## src/rtl/wb_pkg.sv

```systemverilog
// Shared widths and the write-source tag for the writeback arbiter.
// The source tag rides alongside the registered write port to drive scoreboard clears.
package wb_pkg;
    localparam int DATA_WIDTH = 64;
    localparam int ADDR_WIDTH = 5;
    localparam int NUM_REGS   = 32;

    typedef enum logic [1:0] {
        SRC_NONE = 2'd0,
        SRC_ALU  = 2'd1,
        SRC_MEM  = 2'd2
    } wb_src_e;
endpackage

```

## src/rtl/wb_fifo.sv

```systemverilog
// Purpose: synchronous FIFO holding long-latency writeback results.
// Latency: pushed entry is visible at the head on the cycle after the push.
// Backpressure: push is ignored when full and pop when empty; callers gate on full/empty.
module wb_fifo #(
    parameter int  DEPTH = 4,
    parameter int  WIDTH = 69,
    localparam int PW    = $clog2(DEPTH),
    localparam int CW    = PW + 1
) (
    input  logic             clk,
    input  logic             rst_n,
    input  logic             push,
    input  logic [WIDTH-1:0] push_dat,
    input  logic             pop,
    output logic [WIDTH-1:0] pop_dat,
    output logic [CW-1:0]    count,
    output logic             full,
    output logic             empty
);
    logic [WIDTH-1:0] mem [DEPTH];
    logic [PW-1:0]    wr_ptr;
    logic [PW-1:0]    rd_ptr;
    logic             push_ok;
    logic             pop_ok;

    assign full    = (count == CW'(DEPTH));
    assign empty   = (count == '0);
    assign push_ok = push && !full;
    assign pop_ok  = pop && !empty;
    assign pop_dat = mem[rd_ptr];

    // Pointers wrap naturally because DEPTH is a power of two.
    always_ff @(posedge clk or negedge rst_n) begin
        if (!rst_n) begin
            wr_ptr <= '0;
            rd_ptr <= '0;
            count  <= '0;
        end else begin
            if (push_ok) wr_ptr <= wr_ptr + 1'b1;
            if (pop_ok)  rd_ptr <= rd_ptr + 1'b1;
            case ({push_ok, pop_ok})
                2'b10:   count <= count + 1'b1;
                2'b01:   count <= count - 1'b1;
                default: count <= count;
            endcase
        end
    end

    always_ff @(posedge clk) begin
        if (push_ok) mem[wr_ptr] <= push_dat;
    end
endmodule

```

## src/rtl/wb_arbiter.sv

```systemverilog
// Purpose: merges ALU and long-latency results onto the regfile write port; scoreboard + decode stall.
// Latency: one cycle from selection to out_*; mem bypass when idle, else queued. Optional WB_ARB_PERF_CNT_EN.
// Backpressure: ALU never stalled; out_mem_ready drops only when the result queue is full.
module wb_arbiter
    import wb_pkg::*;
#(
    parameter int  DATA_WIDTH = wb_pkg::DATA_WIDTH,
    parameter int  ADDR_WIDTH = wb_pkg::ADDR_WIDTH,
    parameter int  FIFO_DEPTH = 4,
    localparam int CW         = $clog2(FIFO_DEPTH) + 1
) (
    input  logic                  in_Clk,
    input  logic                  in_Rst_N,
    input  logic                  in_alu_valid,
    input  logic [ADDR_WIDTH-1:0] in_alu_addr,
    input  logic [DATA_WIDTH-1:0] in_alu_data,
    input  logic                  in_mem_valid,
    input  logic [ADDR_WIDTH-1:0] in_mem_addr,
    input  logic [DATA_WIDTH-1:0] in_mem_data,
    output logic                  out_mem_ready,
    input  logic                  in_issue_valid,
    input  logic [ADDR_WIDTH-1:0] in_issue_addr,
    input  logic [ADDR_WIDTH-1:0] in_addr_A,
    input  logic [ADDR_WIDTH-1:0] in_addr_B,
    input  logic [ADDR_WIDTH-1:0] in_addr_D,
    output logic                  out_stall,
    output logic                  out_write_En,
    output logic [ADDR_WIDTH-1:0] out_writeAddr,
    output logic [DATA_WIDTH-1:0] out_data,
    output logic [NUM_REGS-1:0]   out_busy,
    output logic [CW-1:0]         out_fifo_count,
    output logic [31:0]           out_conflict_cnt
);
    localparam int EW = ADDR_WIDTH + DATA_WIDTH;

    logic            fifo_full;
    logic            fifo_empty;
    logic [EW-1:0]   fifo_head;
    logic            alu_sel;
    logic            mem_acc;
    logic            sel_fifo;
    logic            sel_byp;
    logic            fifo_push;
    wb_src_e         wr_src;
    wb_src_e         nxt_src;
    logic [ADDR_WIDTH-1:0] nxt_addr;
    logic [DATA_WIDTH-1:0] nxt_data;
    logic [NUM_REGS-1:0]   busy;
    logic [NUM_REGS-1:0]   set_vec;
    logic [NUM_REGS-1:0]   clr_vec;

    assign out_mem_ready = !fifo_full;
    assign alu_sel       = in_alu_valid && (in_alu_addr != '0);
    assign mem_acc       = in_mem_valid && out_mem_ready && (in_mem_addr != '0);
    assign sel_fifo      = !alu_sel && !fifo_empty;
    assign sel_byp       = !alu_sel && fifo_empty && mem_acc;
    assign fifo_push     = mem_acc && !sel_byp;

    wb_fifo #(
        .DEPTH (FIFO_DEPTH),
        .WIDTH (EW)
    ) u_fifo (
        .clk      (in_Clk),
        .rst_n    (in_Rst_N),
        .push     (fifo_push),
        .push_dat ({in_mem_addr, in_mem_data}),
        .pop      (sel_fifo),
        .pop_dat  (fifo_head),
        .count    (out_fifo_count),
        .full     (fifo_full),
        .empty    (fifo_empty)
    );

    always_comb begin
        nxt_src  = SRC_NONE;
        nxt_addr = out_writeAddr;
        nxt_data = out_data;
        if (alu_sel) begin
            nxt_src  = SRC_ALU;
            nxt_addr = in_alu_addr;
            nxt_data = in_alu_data;
        end else if (sel_fifo) begin
            nxt_src  = SRC_MEM;
            nxt_addr = fifo_head[EW-1:DATA_WIDTH];
            nxt_data = fifo_head[DATA_WIDTH-1:0];
        end else if (sel_byp) begin
            nxt_src  = SRC_MEM;
            nxt_addr = in_mem_addr;
            nxt_data = in_mem_data;
        end
    end

    always_ff @(posedge in_Clk or negedge in_Rst_N) begin
        if (!in_Rst_N) begin
            out_write_En  <= 1'b0;
            out_writeAddr <= '0;
            out_data      <= '0;
            wr_src        <= SRC_NONE;
        end else begin
            out_write_En  <= (nxt_src != SRC_NONE);
            out_writeAddr <= nxt_addr;
            out_data      <= nxt_data;
            wr_src        <= nxt_src;
        end
    end

    // Clear lands on the edge the regfile captures the write; a same-edge issue re-sets the bit.
    always_comb begin
        set_vec = '0;
        clr_vec = '0;
        if (in_issue_valid && (in_issue_addr != '0)) set_vec[in_issue_addr] = 1'b1;
        if (out_write_En && (wr_src == SRC_MEM))     clr_vec[out_writeAddr] = 1'b1;
    end

    always_ff @(posedge in_Clk or negedge in_Rst_N) begin
        if (!in_Rst_N) busy <= '0;
        else           busy <= (busy & ~clr_vec) | set_vec;
    end

    assign out_busy  = busy;
    assign out_stall = ((in_addr_A != '0) && busy[in_addr_A]) ||
                       ((in_addr_B != '0) && busy[in_addr_B]) ||
                       ((in_addr_D != '0) && busy[in_addr_D]);

`ifdef WB_ARB_PERF_CNT_EN
    logic [31:0] conflict_cnt;

    always_ff @(posedge in_Clk or negedge in_Rst_N) begin
        if (!in_Rst_N)                                        conflict_cnt <= '0;
        else if (alu_sel && !fifo_empty && (conflict_cnt != '1)) conflict_cnt <= conflict_cnt + 1'b1;
    end

    assign out_conflict_cnt = conflict_cnt;
`else
    assign out_conflict_cnt = '0;
`endif
endmodule

```

## config.mk

```make
export PLATFORM = sky130hd
export DESIGN_NAME = wb_arbiter
export DESIGN_NICKNAME = d
export VERILOG_FILES = /design/src/rtl/wb_pkg.sv /design/src/rtl/wb_fifo.sv /design/src/rtl/wb_arbiter.sv
export SDC_FILE = /design/constraint.sdc
export NUM_CORES = 1
export LEC_CHECK = 0
export ABC_CLOCK_PERIOD_IN_PS = 5150
export CORE_MARGIN = 5
export CORE_UTILIZATION = 38
export CTS_CLUSTER_DIAMETER = 120
export DETAILED_ROUTE_END_ITERATION = 8
export HOLD_SLACK_MARGIN = 0.03
export SETUP_SLACK_MARGIN = 0.15
export SYNTH_ARGS = -nofsm -noshare
export SYNTH_HDL_FRONTEND = slang
export SYNTH_SLANG_ARGS = --single-unit
```

## constraint.sdc

```tcl
create_clock -name in_Clk -period 5.15 [get_ports in_Clk]
set_input_delay 1.03 -clock in_Clk [delete_from_list [all_inputs] [get_ports in_Clk]]
set_output_delay 1.03 -clock in_Clk [all_outputs]
set_load 0.01 [all_outputs]
```

==> parameters.txt <==
Parameter                              Value

Power
  Switching component of the power    0.003587 W
  Combinational fraction of design power    33.2%
  Clock power share    25.6%
  Leak    7.817 nW
  Peak supply drop    0.3248 mV
  Cell Int Power    0.008152 W
  Part of the total power dissipated in sequential elements    41.2%
  Net switching fraction of the power    30.55%
  PD cells    548.4 nW/um^2
  Total power    0.01174 W

Finish
  Fin util    48.72%
  Layout overhead on the synthesized area    27.57%
  Fill cells    3,834
  Sequential Area    11,070 um^2
  Fin nets    1,459
  Share of layout cells above drive strength 1    19.09%
  Area occupied by multi-input gates    5300 um^2

Global routing
  Largest net degree at the start of global routing    73
  Total congestion overflow    0
  Number of global-route vias before repair    10.46k
  First-pass GRT wire length    62,880 um
  Initial antenna violation count    3
  Global routing usage summed across all routing layers    16.78%

Die
  Number of core rows    77
  Die Width    220.1 um
  Die Ht    220.1 um
  Number of ports placed on the die boundary    302
  Die footprint    48,460 um^2
  Initial cell density of the core    38.19%
  Core ar.    43,930 um^2

Clock tree
  Insertion delay to the later sink of the worst-skew pair    0.56 ns
  Total clock buffers created by CTS    43
  H-tree depth    2
  Post-CTS setup buffer count    0
  Number of sinks on the clock net    387
  Maximum number of buffers from clock root to sink    3
  Total of hold buffers inserted after clock tree synthesis    0
  CTS clk-pin slew, worst paths    0.06 ns
  Clock tree from TritonCTS    yes
  Clock root buffer    sky130_fd_sc_hd__clkbuf_16
  Post_cts resized    0

Critical path
  Category of the most critical setup path    input pin to primary output
  Maximum fanout along the worst path    9
  Crit Reg-Reg Startpoint    u_fifo.count[0]$_DFFE_PN0P_
  Startpoint type of the worst setup path    input pin
  Worst Path Required    4.12 ns
  Destination of the worst register-to-register timing path    u_fifo.mem[3][33]$_DFFE_PP_
  Endpoint class of the critical path    primary output
  Worst path arrival time    3.43 ns
  Crit-path cells    clkdlybuf4s50_1 > mux4_2 > a22oi_1 > nand3_1 > nor3_1 > nand3_1 > clkdlybuf4s50_1
  Register-to-register setup slack    2.37 ns
  Library cell contributing the largest single delay on the critical path    sky130_fd_sc_hd__clkdlybuf4s50_1
  Worst path max stage delay    0.75 ns
  FF-to-FF path depth    5

Detailed routing
  Via count    9,756
  Via density per instance    5.087
  Violation count after the first detailed-routing iteration    592
  Number of routed nets with antenna violations    0
  1st-pass router iterations    5
  Mean routed wirelength per cell    21.15 um
  Number of remaining DRC errors    0
  Aggregate routed wire length    40,560 um

Yosys
  Mapped Area    16,780 um^2
  Dominant cells by area after synthesis    sky130_fd_sc_hd__edfxtp_1, sky130_fd_sc_hd__dfrtp_1, sky130_fd_sc_hd__mux4_2
  Yosys top cell by area    sky130_fd_sc_hd__edfxtp_1
  Register area share after synthesis    65.95%
  Average footprint of a synthesized cell    16.47 um^2
  Synth Instances    1,019
  Synth unique cells    49
  Async set-reset flop share out of synthesis    28.68%
  Commonest cells in the synthesized netlist    sky130_fd_sc_hd__edfxtp_1, sky130_fd_sc_hd__dfrtp_1, sky130_fd_sc_hd__mux4_2, sky130_fd_sc_hd__nand2_1, sky130_fd_sc_hd__mux2i_1
  Yosys synthesis warning count    0
  Post-synthesis sequential element count    387
  Most frequently used flop master after synthesis    sky130_fd_sc_hd__edfxtp_1
  Leading cell type by number of instances after synthesis    sky130_fd_sc_hd__edfxtp_1
  Fraction of synthesized cell area taken by the top area cell type    49.40%
  EDFF count, synth    276

STA
  Final period util    86.64%
  Shortest period the worst path allows    4.462 ns
  Worst-case hold slack    0.4557 ns
  Setup Viol. Count Final    0
  Unrepaired setup endpoints after global routing    false
  Final count of hold timing violations    0
  Worst slew margin relative to its limit    37.97%
  Fmax    0.2241 GHz
  Sum Neg Setup Slack    0 ns
  Worst Max-Slew Pin Slew    0.9304 ns
  Setup clock skew after layout    0.01573 ns
  Slew Limit Fails    0

Worst hold path
  Classification of the worst-slack hold path    input pin to asynchronous set/reset pin

Outcome
  Outcome    finished, final reports clean

Placement
  PortBufs    269
  GPL Wtd Cong    0.8538
  Total half-perimeter wirelength after legalization and detailed placement    26,110 um

Run
  MaxCap Viol Count    0
-- cell type report --
cell class,count,area share [%]
multi-input cells,564,24.76
repair buffers,284,13.33
flip-flops and latches,387,51.73
inverters,10,0.1871
clock inverters,30,1.268
well taps,592,3.461
diodes,1,0.01169
clock buffers,50,5.249
-- cells by family (layout without fill, tap and decap cells) --
logic type / Yosys count / in the layout / share of synthesized area, %
xor+xnor: 6 / 6 / 0.3133
compound gates: 150 / 150 / 4.914
simple gates: 134 / 134 / 3.788
buf+inv: 99 / 374 / 3.274
fa+ha+maj: 6 / 6 / 0.4922
mux: 236 / 236 / 21.25
other cells: 1 / 33 / 0.02235
flops: 387 / 387 / 65.95
-- critical path, delay by kind of cell --
family                 cells  cell delay, ns
AOI/OAI and AO/OA          1            0.18
and+or+nand+nor            3            0.41
muxes                      1            0.56
buffers and inverters      2            1.24
-- power by group through the flow --
stage	logic [W]	registers, W	clock network [W]
finish	0.00389	0.00484	0.00301
global route	0.00424	0.00495	0.00324
CTS	0.00399	0.00487	0.00310
detailed placement	0.00397	0.00492	0
global placement	0.00394	0.00491	0
floorplan	0.00246	0.00470	0
-- how the worst max path moves through the flow --
| stage | cells after the start | slack [ns] | start | end |
|---|---|---|---|---|
| 2_1_floorplan | 4 | 1.44 | in_mem_addr[2] | u_fifo.mem[0][0]$_DFFE_PP_ |
| 3_3_place_gp | 6 | 0.67 | in_addr_B[0] | out_stall |
| 3_5_place_dp | 6 | 0.67 | in_addr_B[0] | out_stall |
| 4_1_cts | 6 | 0.67 | in_addr_B[0] | out_stall |
| 5_1_grt | 7 | 0.47 | in_addr_D[0] | out_stall |
| 6_report | 7 | 0.69 | in_addr_D[0] | out_stall |
-- flip-flops by register name, summed over array words and instances, names as in the netlist --
| register | cells |
|---|---|
| u_fifo.mem | 276 |
| out_data | 64 |
| out_busy | 32 |
| out_writeAddr | 5 |
| u_fifo.count | 3 |
| u_fifo.rd_ptr | 2 |
| u_fifo.wr_ptr | 2 |
| wr_src | 2 |
| out_write_En | 1 |
-- stage by stage --
step	setup WS, ns	area [um^2]	std cells
after floorplan	1.441	16900	1050
after global placement	0.6744	20010	1837
after detailed placement	0.6660	20010	1837
after CTS	0.6676	21400	1917
after global routing	0.4726	21400	1917
final	0.6883	21400	1918
-- metal layers --
metal / up-vias / global-route usage [%] / routed length, um / part of all wire [%]
li1: 4450 / - / - / -
met1: 4991 / 22.36 / 17120 / 42
met2: 262 / 27.80 / 20280 / 50
met3: 49 / 3.968 / 2431 / 6.0
met4: 4 / 4.764 / 701 / 1.7
met5: - / 0 / 27 / 0.067
-- cell usage in the layout (no fill, tap or decap), drive strengths merged, types with 5 or more instances in the layout --
cell type and instances:
nor2 8, nand2 80, mux4 89, dfrtp 111, clkbuf 50, mux2i 76, conb 32, clkdlybuf4s50 268
buf 16, edfxtp 276, nand3 9, clkinv 21, mux2 71, o21ai 131, ha 5, inv 11
nand2b 5, nor2b 5
Power figures use the tool's default switching activity.
